**src/rtl/ascon_job_sequencer.sv**
```systemverilog
// ascon_job_sequencer: accepts one AEAD job, starts the core, streams input
// blocks into it, buffers each output block in a one-entry register, captures
// and checks the tag, and returns one response per job. A watchdog aborts a
// job whose core-side traffic stalls.
module ascon_job_sequencer #(
  parameter int SIZE_WIDTH  = 8,
  parameter int BLOCK_WIDTH = 128,
  parameter int TAG_WIDTH   = 128,
  parameter int KEY_WIDTH   = 128,
  parameter int NONCE_WIDTH = 128,
  parameter int WDOG_WIDTH  = 12
) (
  input  logic                   clk,
  input  logic                   rst_n,
  input  logic                   cmd_valid_i,
  output logic                   cmd_ready_o,
  input  logic                   cmd_decrypt_i,
  input  logic [SIZE_WIDTH-1:0]  cmd_ad_size_i,
  input  logic [SIZE_WIDTH-1:0]  cmd_di_size_i,
  input  logic [KEY_WIDTH-1:0]   cmd_key_i,
  input  logic [NONCE_WIDTH-1:0] cmd_nonce_i,
  input  logic [TAG_WIDTH-1:0]   cmd_tag_i,
  input  logic                   in_valid_i,
  output logic                   in_ready_o,
  input  logic [BLOCK_WIDTH-1:0] in_data_i,
  output logic                   out_valid_o,
  input  logic                   out_ready_i,
  output logic [BLOCK_WIDTH-1:0] out_data_o,
  output logic                   resp_valid_o,
  input  logic                   resp_ready_i,
  output logic [TAG_WIDTH-1:0]   resp_tag_o,
  output logic                   resp_tag_ok_o,
  output logic                   resp_err_o,
  output logic                   core_start_o,
  output logic                   core_decrypt_o,
  output logic [SIZE_WIDTH-1:0]  core_ad_size_o,
  output logic [SIZE_WIDTH-1:0]  core_di_size_o,
  output logic [KEY_WIDTH-1:0]   core_key_o,
  output logic [NONCE_WIDTH-1:0] core_nonce_o,
  output logic [BLOCK_WIDTH-1:0] core_data_o,
  output logic                   core_data_valid_o,
  input  logic                   core_idle_i,
  input  logic                   core_done_i,
  input  logic                   core_data_ready_i,
  input  logic [BLOCK_WIDTH-1:0] core_data_i,
  input  logic                   core_data_valid_i,
  input  logic [TAG_WIDTH-1:0]   core_tag_i,
  input  logic                   core_tag_valid_i
);

  typedef enum logic [2:0] {S_IDLE, S_START, S_RUN, S_DRAIN, S_RESP} state_t;

  state_t                 state, state_nx;
  logic                   dec_q;
  logic [SIZE_WIDTH-1:0]  ad_size_q, di_size_q;
  logic [KEY_WIDTH-1:0]   key_q;
  logic [NONCE_WIDTH-1:0] nonce_q;
  logic [TAG_WIDTH-1:0]   exp_tag_q, tag_q;
  logic                   tag_ok_q, err_q, tag_seen_q;
  logic                   out_valid_q;
  logic [BLOCK_WIDTH-1:0] out_data_q;
  logic [WDOG_WIDTH-1:0]  wdog_q;

  logic run, accept, fwd, consume, activity, wdog_full;

  assign run       = (state == S_RUN);
  assign accept    = cmd_valid_i && cmd_ready_o;
  // Holding input off while the output register is full means the core can
  // never emit a block the register has no room for.
  assign fwd       = run && in_valid_i && core_data_ready_i && !out_valid_q;
  assign consume   = out_valid_q && out_ready_i;
  assign activity  = fwd || core_data_valid_i || core_tag_valid_i || consume;
  assign wdog_full = run && (wdog_q == {WDOG_WIDTH{1'b1}}) && !activity;

  assign in_ready_o        = fwd;
  assign core_data_valid_o = fwd;
  assign core_data_o       = run ? in_data_i : '0;
  assign out_valid_o       = out_valid_q;
  assign out_data_o        = out_data_q;
  assign resp_tag_o        = tag_q;
  assign resp_tag_ok_o     = tag_ok_q;
  assign resp_err_o        = err_q;
  assign core_decrypt_o    = dec_q;
  assign core_ad_size_o    = ad_size_q;
  assign core_di_size_o    = di_size_q;
  assign core_key_o        = key_q;
  assign core_nonce_o      = nonce_q;

  // State register.
  always_ff @(posedge clk or negedge rst_n) begin
    if (!rst_n) state <= S_IDLE;
    else        state <= state_nx;
  end

  // Next-state and per-state handshake outputs.
  always_comb begin
    state_nx     = state;
    cmd_ready_o  = 1'b0;
    core_start_o = 1'b0;
    resp_valid_o = 1'b0;
    case (state)
      S_IDLE: begin
        // Gated by rst_n so the port reads 0 while reset is held.
        cmd_ready_o = rst_n && core_idle_i;
        if (cmd_valid_i && rst_n && core_idle_i) state_nx = S_START;
      end
      S_START: begin
        core_start_o = 1'b1;
        state_nx     = S_RUN;
      end
      S_RUN: begin
        if (core_done_i || wdog_full) state_nx = S_DRAIN;
      end
      S_DRAIN: begin
        if (!out_valid_q) state_nx = S_RESP;
      end
      S_RESP: begin
        resp_valid_o = 1'b1;
        if (resp_ready_i) state_nx = S_IDLE;
      end
      default: state_nx = S_IDLE;
    endcase
  end

  // Job registers: loaded on acceptance, held until the next acceptance.
  always_ff @(posedge clk or negedge rst_n) begin
    if (!rst_n) begin
      dec_q     <= 1'b0;
      ad_size_q <= '0;
      di_size_q <= '0;
      key_q     <= '0;
      nonce_q   <= '0;
      exp_tag_q <= '0;
    end else if (accept) begin
      dec_q     <= cmd_decrypt_i;
      ad_size_q <= cmd_ad_size_i;
      di_size_q <= cmd_di_size_i;
      key_q     <= cmd_key_i;
      nonce_q   <= cmd_nonce_i;
      exp_tag_q <= cmd_tag_i;
    end
  end

  // Tag capture, tag check and error flag for the response.
  always_ff @(posedge clk or negedge rst_n) begin
    if (!rst_n) begin
      tag_q      <= '0;
      tag_ok_q   <= 1'b0;
      err_q      <= 1'b0;
      tag_seen_q <= 1'b0;
    end else if (accept) begin
      tag_q      <= '0;
      tag_ok_q   <= 1'b0;
      err_q      <= 1'b0;
      tag_seen_q <= 1'b0;
    end else if (run) begin
      if (core_tag_valid_i) begin
        tag_q      <= core_tag_i;
        tag_ok_q   <= dec_q ? (core_tag_i == exp_tag_q) : 1'b1;
        tag_seen_q <= 1'b1;
      end
      // A done with no tag ever seen (including this cycle) is a failed job.
      if (core_done_i) begin
        if (!tag_seen_q && !core_tag_valid_i) begin
          err_q    <= 1'b1;
          tag_ok_q <= 1'b0;
        end
      end else if (wdog_full) begin
        err_q    <= 1'b1;
        tag_ok_q <= 1'b0;
      end
    end
  end

  // One-entry output register; a new capture beats a same-cycle consume.
  always_ff @(posedge clk or negedge rst_n) begin
    if (!rst_n) begin
      out_valid_q <= 1'b0;
      out_data_q  <= '0;
    end else if (run && core_data_valid_i) begin
      out_valid_q <= 1'b1;
      out_data_q  <= core_data_i;
    end else if (consume) begin
      out_valid_q <= 1'b0;
    end
  end

  // Stall watchdog: counts idle RUN cycles, cleared by any traffic.
  always_ff @(posedge clk or negedge rst_n) begin
    if (!rst_n)                wdog_q <= '0;
    else if (!run || activity) wdog_q <= '0;
    else                       wdog_q <= wdog_q + 1'b1;
  end

endmodule

```
**config.mk**
```make
export PLATFORM = sky130hd
export DESIGN_NAME = ascon_job_sequencer
export DESIGN_NICKNAME = d
export VERILOG_FILES = /design/src/rtl/ascon_job_sequencer.sv
export SDC_FILE = /design/constraint.sdc
export NUM_CORES = 1
export LEC_CHECK = 0
export CAP_MARGIN = 25
export CORE_AREA = 4 4 560 562
export DETAILED_ROUTE_END_ITERATION = 10
export DIE_AREA = 0 0 564 566
export GPL_TIMING_DRIVEN = 0
export PLACE_DENSITY_LB_ADDON = 0.15
export SKIP_CTS_REPAIR_TIMING = 1
export SLEW_MARGIN = 20
export SYNTH_ARGS = -nofsm -noshare
export SYNTH_HDL_FRONTEND = slang
export SYNTH_SLANG_ARGS = --single-unit
```
**constraint.sdc**
```tcl
create_clock -name clk -period 2.6 [get_ports clk]
set_input_delay 0.26 -clock clk [delete_from_list [all_inputs] [get_ports clk]]
set_output_delay 0.26 -clock clk [all_outputs]
set_load 0.01 [all_outputs]
```
---- Word level (Yosys, flattened, before mapping) ----
Cells that the tools add are included.
word-level totals
  bits of input ports ..................... 796
  word-level logic and storage cells ...... 86
  register bits after elaboration ......... 676
  output and inout bits ................... 665
operators by class
  add/sub/neg operators ................... 1
  reductions and logical operators ........ 30
  equal/unequal tests ..................... 11
  muxes and demuxes ....................... 30
operator list
  cell                     count
  $mux W128                4
  $eq A128 B128 Y1         1
  $mux W1                  20
  $pmux W3 S5              1
  $add A12 B1 Y12 const B  1
  $eq A12 B12 Y1 const B   1
  $logic_and A1 B1 Y1      12
  $mux W12                 1
  $mux W3                  4
  $eq A3 B2 Y1 const B     2
  $ne A2 B2 Y1 const B     3
  $reduce_bool A2 Y1       3
  $logic_not A1 Y1         5
  $logic_or A1 B1 Y1       5
  $reduce_and A4 Y1        1
  $eq A3 B1 Y1 const B     1
  $eq A3 B3 Y1 const B     1
  $logic_not A3 Y1         1
  $ne A3 B1 Y1 const B     1
  $reduce_and A3 Y1        1
  $reduce_bool A3 Y1       1
  $ne A2 B1 Y1 const B     1
  $reduce_and A2 Y1        1

---- Depth between registers and ports, before layout ----
  word-level depth ........................ 13
  gate-level depth with buffers ........... 9

---- Worst setup path before layout ----
Ideal clock, no wire load.
  kind .................................... register to register
  from .................................... reg state[2]
  to ...................................... reg out_data_q[100] (netlist: out_data_o[100])
  arrival time ............................ 1.736 ns
  path buffers ............................ 3
  setup slack ............................. 0.739 ns
  library setup time ...................... 0.125 ns
  stages on the path, launching flop included .. 7
  cell sequence ........................... dfrtp_1 buf_2 nor3b_2 and2_1 buf_4 buf_6 mux2_2
on the way
  longest elaborated chain between the ends .. 2
RTL lines
  item                    line  text
  from (decl)             53    state_t state, state_nx;
  from (signal assigned)  92    else state <= state_nx;
  $eq A3 B2 Y1            66    assign run = (state == S_RUN);
  $logic_and A1 B1 Y1     180   end else if (run && core_data_valid_i) begin
  to (signal assigned)    182   out_data_q <= core_data_i;
  to (decl)               61    logic [BLOCK_WIDTH-1:0] out_data_q;
Every way passes these cells.
A chain may end at the register's enable or synchronous reset.

---- Worst setup path after layout ----
  from .................................... reg state[2]
  to ...................................... out core_data_o[87]
on the way
  longest elaborated chain between the ends .. 2
RTL lines
  item          line  text
  $eq A3 B2 Y1  66
  $mux W128     77    assign core_data_o = run ? in_data_i : '0;
  to (decl)     40    output logic [BLOCK_WIDTH-1:0] core_data_o,
Every way passes these cells.

==> results.json <==
{
  "grt_pass1_vias": 29335,
  "fin_crit_sh_pct": 116,
  "p_total_uw": 62400,
  "grt_pass1_wl_um": 316000,
  "grt_max_degree": 106,
  "grt_usage_pct": 15.0,
  "cp_cell_sequence": "buf_6, nor3b_4, buf_12, buf_16, buf_4, and2_1, clkdlybuf4s50_1",
  "reg2reg_depth": 5,
  "setup_violations": 106,
  "min_path_cells": 3,
  "clockBufferDepth": 4,
  "dr.first_iter.drc_count": 1290,
  "yosysWarningCount": 0,
  "ys_ff_latch": 676,
  "synth_async_sr_flop_share_pct": 100,
  "grt_remaining_overflow": 0,
  "vias": 29034,
  "power_density_nw_per_um2": 1130,
  "crit_arrival_ns": 2.74,
  "gp_congestion": 0.896,
  "ctsRootBufferMaster": "clkbuf_16",
  "hold_path_class": "input pin to flip-flop",
  "coreArea_um2": 308000,
  "drc": 0,
  "rsz0062_at_grt": "true",
  "start_kind": "flip-flop",
  "skew_ns": 0.0509,
  "dr.pass1.iters": 5,
  "end_kind": "output pin",
  "rows": 204,
  "seq_area_frac_synth_pct": 60.4,
  "reg2reg_to": "resp_tag_ok_o",
  "leakage_uw": 0.0239,
  "finalMaxSlewViolations": 0,
  "syn_inst": 2933,
  "vias_per_cell": 3.20,
  "crit_slowest_cell": "clkdlybuf4s50_1",
  "synth_area_um2": 28000,
  "synth-edff-count": 0,
  "totalWireLength_um": 252000,
  "clock.fmax_mhz": 333,
  "fin_cells": 9065,
  "antenna_found_initial": 152,
  "syn_to_final_growth_pct": 96.8,
  "maxSlewHeadroom_pct": 31.0,
  "clk_latency_ns": 0.83,
  "drive_above_1_share_pct": 10.1,
  "synth_nets": 3730,
  "tightest_slew_ns": 1.03,
  "outcome": "finished with violations",
  "clk_pin_slew_ns": 0.05,
  "cts_sinks": 676,
  "crit_type": "flip-flop to output pin",
  "synth_ff_type": "dfrtp_1",
  "finalHoldViolCount": 0,
  "fp.dieH_um": 566,
  "htreeDepth": 3,
  "die_x_um": 564,
  "path_max_fanout": 10,
  "violations": "negative setup slack",
  "fin_crit_ns": 3.00,
  "fin_util_pct": 17.9,
  "dp_hpwl_um": 213000,
  "drv_cap": 0,
  "postRouteAntennaNets": 0,
  "cp_slowest_stage_delay_ns": 0.53,
  "min-delay-start": "cmd_nonce_i[91]",
  "initial_utilization_pct": 9.09,
  "timing.rr.start": "exp_tag_q[123]",
  "io_buffers": 1460,
  "ir_worst_vdd_uv": 557,
  "rrSetupSlack_ns": -0.01,
  "cts_tree": "built",
  "nets": 5641,
  "postPlaceCellArea_um2": 48100,
  "cts_inserted_buffers": 102,
  "post_drt_wl_per_cell_um": 27.8,
  "yosys.cell_types.count": 39,
  "worst-path-buf-inv": 5,
  "critical-path-top-delay-family": "buffers and inverters",
  "final_cell_mix": "nand2_1, clkdlybuf4s50_1, dfrtp_1",
  "design_area_um2": 55100,
  "ios": 1461,
  "hold_end": "core_nonce_o[91]",
  "place_inst": 8525,
  "final_common_cell": "nand2_1",
  "die_area_um2": 319000,
  "required_ns": 2.34,
  "syn_area_per_cell_um2": 9.55,
  "setup_ws_ns": -0.404
}
## synthesized netlist by cell type (4+ instances only)
library cell	number	area [um2]
mux2_2	128	1440
o21ai_0	129	646
buf_6	10	113
dfrtp_1	676	16900
buf_4	25	188
a21oi_1	4	20.0
inv_1	4	15.0
nand4_1	24	150
clkbuf_1	86	323
buf_2	42	210
and2_1	131	820
xor2_1	67	587
nor4_1	19	119
nor2_1	15	56.3
nand2_1	1470	5520
nand3_1	6	30.0
xnor2_1	70	613
## worst max-delay path by stage
stage / start / to / slack [ns] / cells after the start
finish: state[2] / core_data_o[87] / -0.40 / 7
global route: state[2] / core_data_o[4] / -0.55 / 6
CTS: state[1] / core_data_o[113] / -2.02 / 6
detailed placement: rst_n / exp_tag_q[127] / -1.71 / 12
global placement: rst_n / core_key_o[114] / -36.65 / 1
floorplan: state[2] / out_data_o[100] / 0.74 / 6
## worst reg2reg max path, delay by kind of cell, from the launching register on
kind / cells / cell delay [ns]
simple gates: 3 / 1.51
compound gates: 1 / 0.16
flops: 1 / 0.39
xor+xnor: 1 / 0.51
## routing by layer
metal / share of wire [%] / global-route usage (%)
met3: 8.1 / 5.28
met5: 0.14 / 0
met1: 39 / 17.1
met2: 49 / 26.6
met4: 2.9 / 3.80
## where the power goes
| part | internal [uW] | switching [uW] | leakage [uW] |
|---|---|---|---|
| Clock | 8470 | 5830 | 0.00164 |
| Sequential | 15600 | 3210 | 0.00840 |
| Combinational | 13400 | 15900 | 0.0139 |
| Total | 37400 | 25000 | 0.0239 |
## sequential cells by signal (all words and copies together), names as in the netlist
name	count
core_ad_size_o	8
core_decrypt_o	1
core_di_size_o	8
core_key_o	128
core_nonce_o	128
exp_tag_q	128
out_data_o	128
out_valid_o	1
resp_err_o	1
resp_tag_o	128
resp_tag_ok_o	1
state	3
tag_seen_q	1
wdog_q	12
## per-stage QoR
step | setup slack, ns | hold slack, ns | TNS [ns]
6_report | -0.404 | 0.0240 | -17.36
3_5_place_dp | -1.71 | 0.190 | -747.88
2_1_floorplan | 0.739 | -0.0356 | 0
5_1_grt | -0.547 | -0.00387 | -36.38
4_1_cts | -2.02 | -0.764 | -461.50
3_3_place_gp | -36.65 | 0.458 | -
## cell families after synthesis
| group | count (synthesis) | share of synthesized area, % |
|---|---|---|
| buf+inv | 167 | 3.03 |
| mux | 128 | 5.15 |
| flops | 676 | 60.4 |
| fa+ha+maj | 1 | 0.0447 |
| xor+xnor | 137 | 4.28 |
| simple gates | 1682 | 24.4 |
| compound gates | 142 | 2.71 |
## cell type report
cell class / count / area [um2]
antenna: 30 / 75.1
buffer: 163 / 1010
clock buffer: 149 / 2970
clock inverter: 26 / 352
fill: 34570 / 253000
inverter: 4 / 15.0
multi-input combinational: 2090 / 10300
sequential: 676 / 16900
tap: 4120 / 5150
timing repair buffer: 1807 / 18300
Note: power is estimated with default switching activity, not from simulation.
